## config.mk

```make
export PLATFORM = sky130hd
export DESIGN_NAME = brch_resolve_unit
export DESIGN_NICKNAME = d
export VERILOG_FILES = /design/src/rtl/brch_pkg.sv /design/src/rtl/brch_sat_counter.sv /design/src/rtl/brch_resolve_unit.sv
export SDC_FILE = /design/constraint.sdc
export NUM_CORES = 1
export LEC_CHECK = 0
export CAP_MARGIN = 25
export CELL_PAD_IN_SITES_DETAIL_PLACEMENT = 1
export CELL_PAD_IN_SITES_GLOBAL_PLACEMENT = 2
export CORE_UTILIZATION = 34
export CTS_CLUSTER_DIAMETER = 30
export DETAILED_ROUTE_END_ITERATION = 8
export PLACE_DENSITY_LB_ADDON = 0.1
export SLEW_MARGIN = 25
export SYNTH_ARGS = -nofsm -noshare
export SYNTH_HDL_FRONTEND = slang
export SYNTH_SLANG_ARGS = --single-unit
```

## constraint.sdc

```tcl
create_clock -name clk -period 4.5 [get_ports clk]
set_input_delay 0.9 -clock clk [delete_from_list [all_inputs] [get_ports clk]]
set_output_delay 0.9 -clock clk [all_outputs]
set_load 0.01 [all_outputs]
```

## src/rtl/brch_pkg.sv

```systemverilog
// brch_pkg: opcode/state types and condition evaluation for the branch resolve unit
package brch_pkg;
    typedef enum logic [3:0] {
        OP_SEQ, OP_SLT, OP_SLE, OP_SCO, OP_BEQZ, OP_BNEZ,
        OP_BLTZ, OP_BGEZ, OP_JMP, OP_SNE, OP_SLTU
    } brch_op_e;
    typedef enum logic {IDLE, HOLD} state_e;
    typedef struct packed {
        logic is_cmp;
        logic is_br;
        logic res;
    } cond_t;
    function automatic cond_t eval_cond(input logic [3:0] op, input logic sf, zf, of, cf);
        logic lt;
        cond_t c;
        lt = sf ^ of;
        c = '0;
        case (op)
            OP_SEQ:  c = {1'b1, 1'b0, zf};
            OP_SLT:  c = {1'b1, 1'b0, lt};
            OP_SLE:  c = {1'b1, 1'b0, lt | zf};
            OP_SCO:  c = {1'b1, 1'b0, cf};
            OP_SNE:  c = {1'b1, 1'b0, ~zf};
            OP_SLTU: c = {1'b1, 1'b0, ~cf};
            OP_BEQZ: c = {1'b0, 1'b1, zf};
            OP_BNEZ: c = {1'b0, 1'b1, ~zf};
            OP_BLTZ: c = {1'b0, 1'b1, lt};
            OP_BGEZ: c = {1'b0, 1'b1, ~lt};
            OP_JMP:  c = {1'b0, 1'b1, 1'b1};
            default: c = '0;
        endcase
        return c;
    endfunction
endpackage

```

## src/rtl/brch_sat_counter.sv

```systemverilog
// brch_sat_counter: event counter that sticks at all-ones
module brch_sat_counter #(
    parameter int CNT_W = 16
) (
    input  logic             clk,
    input  logic             rst_n,
    input  logic             inc,
    output logic [CNT_W-1:0] cnt
);
    // count up on inc, never wrap past all-ones
    always_ff @(posedge clk or negedge rst_n) begin
        if (!rst_n) cnt <= '0;
        else cnt <= (inc && cnt != '1) ? cnt + 1'b1 : cnt;
    end
endmodule

```

## src/rtl/brch_resolve_unit.sv

```systemverilog
// brch_resolve_unit: pipelined compare/branch resolution with redirect handshake and stats
module brch_resolve_unit
    import brch_pkg::*;
#(
    parameter int DATA_W = 16,
    parameter int ADDR_W = 16,
    parameter int CNT_W  = 16
) (
    input  logic              clk,
    input  logic              rst_n,
    input  logic              in_valid,
    output logic              in_ready,
    input  logic [3:0]        brch_ctrl,
    input  logic              sf,
    input  logic              zf,
    input  logic              of,
    input  logic              cf,
    input  logic              pred_taken,
    input  logic [ADDR_W-1:0] tgt_pc,
    input  logic [ADDR_W-1:0] seq_pc,
    input  logic              flush,
    output logic              cmp_valid,
    output logic [DATA_W-1:0] cmp_result,
    output logic              redir_valid,
    output logic [ADDR_W-1:0] redir_pc,
    input  logic              redir_ready,
    output logic [CNT_W-1:0]  br_cnt,
    output logic [CNT_W-1:0]  mispred_cnt
);
    logic              s1_valid, s1_sf, s1_zf, s1_of, s1_cf, s1_pred, last_bit;
    logic [3:0]        s1_op;
    logic [ADDR_W-1:0] s1_tgt, s1_seq, hold_pc, fix_pc;
    state_e            state;
    cond_t             c;
    logic              live, mispred;

    assign c           = eval_cond(s1_op, s1_sf, s1_zf, s1_of, s1_cf);
    assign live        = s1_valid & ~flush;
    assign mispred     = live & c.is_br & (c.res != s1_pred);
    assign fix_pc      = c.res ? s1_tgt : s1_seq;
    assign redir_valid = (state == HOLD) | mispred;
    assign redir_pc    = mispred ? fix_pc : hold_pc;
    assign in_ready    = ~redir_valid;
    assign cmp_valid   = live & c.is_cmp;
    assign cmp_result  = {{(DATA_W-1){1'b0}}, cmp_valid ? c.res : last_bit};

    // stage 1: capture the accepted op; flush kills anything arriving with it
    always_ff @(posedge clk or negedge rst_n) begin
        if (!rst_n) begin
            s1_valid <= 1'b0;
            s1_op    <= '0;
            {s1_sf, s1_zf, s1_of, s1_cf, s1_pred} <= '0;
            s1_tgt   <= '0;
            s1_seq   <= '0;
        end else begin
            s1_valid <= in_valid & in_ready & ~flush;
            if (in_valid & in_ready) begin
                s1_op    <= brch_ctrl;
                {s1_sf, s1_zf, s1_of, s1_cf, s1_pred} <= {sf, zf, of, cf, pred_taken};
                s1_tgt   <= tgt_pc;
                s1_seq   <= seq_pc;
            end
        end
    end

    // redirect FSM: a mispredict not accepted immediately is held until fetch takes it or flush
    always_ff @(posedge clk or negedge rst_n) begin
        if (!rst_n) begin
            state    <= IDLE;
            hold_pc  <= '0;
            last_bit <= 1'b0;
        end else begin
            if (mispred) hold_pc <= fix_pc;
            if (cmp_valid) last_bit <= c.res;
            state <= flush ? IDLE :
                     (state == HOLD) ? (redir_ready ? IDLE : HOLD) :
                     (mispred && !redir_ready) ? HOLD : IDLE;
        end
    end

    brch_sat_counter #(.CNT_W(CNT_W)) u_br_cnt (
        .clk(clk), .rst_n(rst_n), .inc(live & c.is_br), .cnt(br_cnt)
    );

    brch_sat_counter #(.CNT_W(CNT_W)) u_mispred_cnt (
        .clk(clk), .rst_n(rst_n), .inc(mispred), .cnt(mispred_cnt)
    );
endmodule

```

==> summary.md <==
| Metric | Value |
|---|---|
| Commonest non-fill, non-tap cells in the layout | `sky130_fd_sc_hd__clkdlybuf4s50_1 (96), sky130_fd_sc_hd__dfrtp_1 (92), sky130_fd_sc_hd__mux2_1 (39)` |
| Worst Path Required | `3.60 ns` |
| Gr usage total | `0.195` |
| Number of antenna violations at the first check in global routing | `0` |
| Peak VDD IR | `0.235 mV` |
| Netlist area before placement | `4760 µm²` |
| RSZ-0062 raised after global routing | `no` |
| Number of flops mapped to enable cells by yosys | `0` |
| Post-Place Cell Area | `5890 µm²` |
| Skew final | `0.00681 ns` |
| Clock latency on the worst-skew pair | `~0.35 ns` |
| Average wire length per cell after detail routing | `18.1 µm` |
| Number of levels the H-tree was split into | `3` |
| FF+latch count, synth | `92` |
| Area of the placeable core | `approximately 13000 µm²` |
| Max-slew violations | `0` |
| Synth Instances | `448` |
| Growth of design area from synthesis to finish | `29.6%` |
| Final standard cell area without fillers | `6160 µm²` |
| Worst-path cell chain | `inv_1, or3_1, a311oi_4, buf_6, nor4_1, o21a_1, a211oi_1, clkdlybuf4s50_1` |
| Fraction of the yosys area taken by sequential cells | `0.484` |
| Maximum number of pins on one net before global-route repair | `77` |
| Number of I/O port buffers | `97` |
| Fillers | `1535` |
| Number of nets in the finished design | `592` |
| CP top delay family | `buffers and inverters` |
| Internal power | `1.57 mW` |
| Top-level port count | `113` |
| Overall overflow remaining after global route | `0` |
| Violation count after the first detailed-routing iteration | `138` |
| Final design utilization | `0.458` |
| Switching part of the total power | `0.301` |
| Layout cells sized above 1 | `0.0731` |
| Setup tns final | `0 ns` |
| Class of the tightest hold or removal check | `register to register` |
| Final cycle utilization of the critical path | `0.948` |
| HPWL after DPL | `8960 µm` |
| Number of setup violations in the final report | `0` |
| Crit path max-delay cell type | `sky130_fd_sc_hd__clkdlybuf4s50_1` |
| Die area | `about 14000 µm²` |
| Slew at the pin with the worst max-slew slack | `0.971 ns` |
| Maximum buffer depth of the clock tree | `2` |
| Total DRC errors in the routed layout | `0` |
| Part of the power in the clock network | `0.309` |
| Drt first pass iters | `4` |
| Height of the die | `between 100 and 150 µm` |
| Critical Setup Path Class | `register to primary output` |
| Number of buffers and inverters on the critical path | `3` |
| Clock buffers created by TritonCTS | `9` |
| Clock slew at reported path FFs | `0.06 ns` |
| Root cell of the clock tree | `sky130_fd_sc_hd__clkbuf_16` |
| Number of diodes added for antenna fixing | `0` |
| Pwr Density | `365 nW/µm²` |
| Type of element capturing the critical path | `primary output` |
| Max_cap viols | `0` |
| Number of global-route vias before repair | `just over 4000` |
| Top flip-flop cell by instance count after synthesis | `sky130_fd_sc_hd__dfrtp_1` |
| Number of buffers inserted by hold repair at cts | `0` |
| Die Width | `120 µm` |
| Antenna Nets Post-Route | `0` |
| Normalized max-slew margin | `0.353` |
| Final hold violations | `0` |
| Most common cell after layout, fill and taps aside | `sky130_fd_sc_hd__clkdlybuf4s50_1` |
| Number of warning messages in the yosys log | `0` |
| Critical Path Max Stage Delay | `approximately 0.62 ns` |
| Worst-path fanout max | `25` |
| Synth unique cells | `48` |
| Starting Density | `0.354` |
| Minimum clock period | `4.27 ns` |
| Total Routed Length | `13100 µm` |
| Avg Cell Area, Syn | `10.6 µm²` |
| Fraction of registers with async set or reset after synthesis | `1.00` |
| Highest attainable clock frequency | `0.234 GHz` |
| Number of rows in the core area | `42` |
| Arrival time of data at the critical path endpoint | `3.37 ns` |
| First-pass GRT wire length | `21800 µm` |
| DR vias/cell | `between 5 and 6` |
| CTS Sinks | `92` |
| Relative contribution of combinational cells to total power | `0.251` |
| TritonCTS clock tree | `built` |
| Vias after detailed routing | `3888` |
| Run status | `complete, no violations` |
| Worst setup SP type | `register` |
| Static leakage | `2.52 nW` |
| Sequential share of power | `0.440` |
| Hold Slack | `0.493 ns` |
| Switching power | `0.679 mW` |
| Routability Congestion | `0.777` |
==> Yosys cell counts, types with 4 or more instances <==
cell type | instances | share of area
sky130_fd_sc_hd__xor2_1 | 14 | 0.026
sky130_fd_sc_hd__nand2_1 | 24 | 0.019
sky130_fd_sc_hd__o22ai_1 | 16 | 0.021
sky130_fd_sc_hd__nor2_1 | 28 | 0.022
sky130_fd_sc_hd__inv_1 | 6 | 0.0047
sky130_fd_sc_hd__buf_4 | 16 | 0.025
sky130_fd_sc_hd__nand4b_1 | 6 | 0.011
sky130_fd_sc_hd__clkbuf_1 | 17 | 0.013
sky130_fd_sc_hd__nor3_1 | 11 | 0.012
sky130_fd_sc_hd__buf_6 | 4 | 0.0095
sky130_fd_sc_hd__mux2_1 | 39 | 0.092
sky130_fd_sc_hd__a21oi_1 | 22 | 0.023
sky130_fd_sc_hd__dfrtp_1 | 92 | 0.48
sky130_fd_sc_hd__and3_1 | 4 | 0.0053
sky130_fd_sc_hd__o21a_1 | 18 | 0.028
sky130_fd_sc_hd__xnor2_1 | 19 | 0.035
sky130_fd_sc_hd__a211oi_1 | 16 | 0.025
sky130_fd_sc_hd__nand3_1 | 7 | 0.0074
sky130_fd_sc_hd__nor4_1 | 23 | 0.030
sky130_fd_sc_hd__nand4_1 | 12 | 0.016
sky130_fd_sc_hd__o21ai_0 | 8 | 0.0084
==> registers in the layout (all words and copies together), names as in the netlist <==
| name | cells |
|---|---|
| hold_pc | 16 |
| s1_seq | 16 |
| s1_tgt | 16 |
| u_br_cnt.cnt | 16 |
| u_mispred_cnt.cnt | 16 |
| s1_op | 4 |
| last_bit | 1 |
| s1_cf | 1 |
| s1_of | 1 |
| s1_pred | 1 |
| s1_sf | 1 |
| s1_valid | 1 |
| s1_zf | 1 |
| state | 1 |
==> routing by layer <==
metal	up-vias	track usage	share of wire
met4	0	0.0648	0.012
li1	1822	-	-
met2	81	0.322	0.49
met5	-	0	0
met3	11	0.0396	0.035
met1	1974	0.254	0.47
==> final cells by class <==
class	instances	area, µm²	area share
well taps	176	220	0.0357
clock inverters	2	12.5	0.00203
clock buffers	12	246	0.0400
inverters	6	22.5	0.00365
multi-input cells	324	2270	0.368
repair buffers	111	1090	0.177
flip-flops and latches	92	2300	0.373
==> worst paths after layout <==
check	start	end	slack [ns]	cells past startpoint
worst max-delay path	s1_op[1]	redir_pc[6]	0.23	8
worst min-delay path	s1_seq[14]	s1_seq[14]	0.49	1
worst max register to register	s1_op[0]	s1_tgt[0]	1.31	8
worst min register to register	s1_seq[14]	s1_seq[14]	0.49	1
max in group asynchronous	rst_n	s1_tgt[10]	3.14	2
min in group asynchronous	rst_n	s1_op[2]	0.56	1
==> power groups by stage <==
| stage | registers (mW) | logic (mW) | clock network (mW) |
|---|---|---|---|
| detailed placement | 1.01 | 0.565 | 0 |
| CTS | 0.993 | 0.569 | 0.720 |
| global placement | 1.00 | 0.558 | 0 |
| global route | 1.01 | 0.622 | 0.744 |
| floorplan | 0.996 | 0.330 | 0 |
| finish | 0.992 | 0.566 | 0.695 |
==> per-stage QoR <==
| step | worst slack [ns] | std cells | power [mW] |
|---|---|---|---|
| after floorplan | 1.23 | 462 | 1.33 |
| after global placement | 0.338 | 709 | 1.56 |
| after detailed placement | 0.337 | 709 | 1.57 |
| after CTS | 0.0971 | 723 | 2.28 |
| after global routing | 0.0253 | 723 | 2.37 |
| final | 0.233 | 723 | 2.25 |
==> worst reg2reg max path, stage by stage, from the launching register on <==
cell and delay (ns):
sky130_fd_sc_hd__dfrtp_1 0.51, sky130_fd_sc_hd__nor4b_1 0.52, sky130_fd_sc_hd__o21a_1 0.26, sky130_fd_sc_hd__buf_4 0.31
sky130_fd_sc_hd__nand2_1 0.21, sky130_fd_sc_hd__nor3_1 0.27, sky130_fd_sc_hd__a211o_2 0.38, sky130_fd_sc_hd__buf_12 0.26
sky130_fd_sc_hd__mux2_1 0.36
==> kinds of logic (layout without fill, tap and decap cells) <==
group	Yosys count	after routing	synth area share
AOI/OAI and AO/OA	99	99	0.141
xor gates and xnor gates	33	33	0.0608
adders and majority gates	2	2	0.00526
buffers and inverters	46	131	0.0560
DFF	92	92	0.484
muxes	45	45	0.106
other	1	15	0.000789
and+or+nand+nor	130	130	0.146
==> what timing repair did <==
action	in CTS	in global routing
endpoints found under the setup margin	1	4
setup buffers	0	0
resized for setup	1	2
No activity file was read; power rests on OpenSTA's default activity.
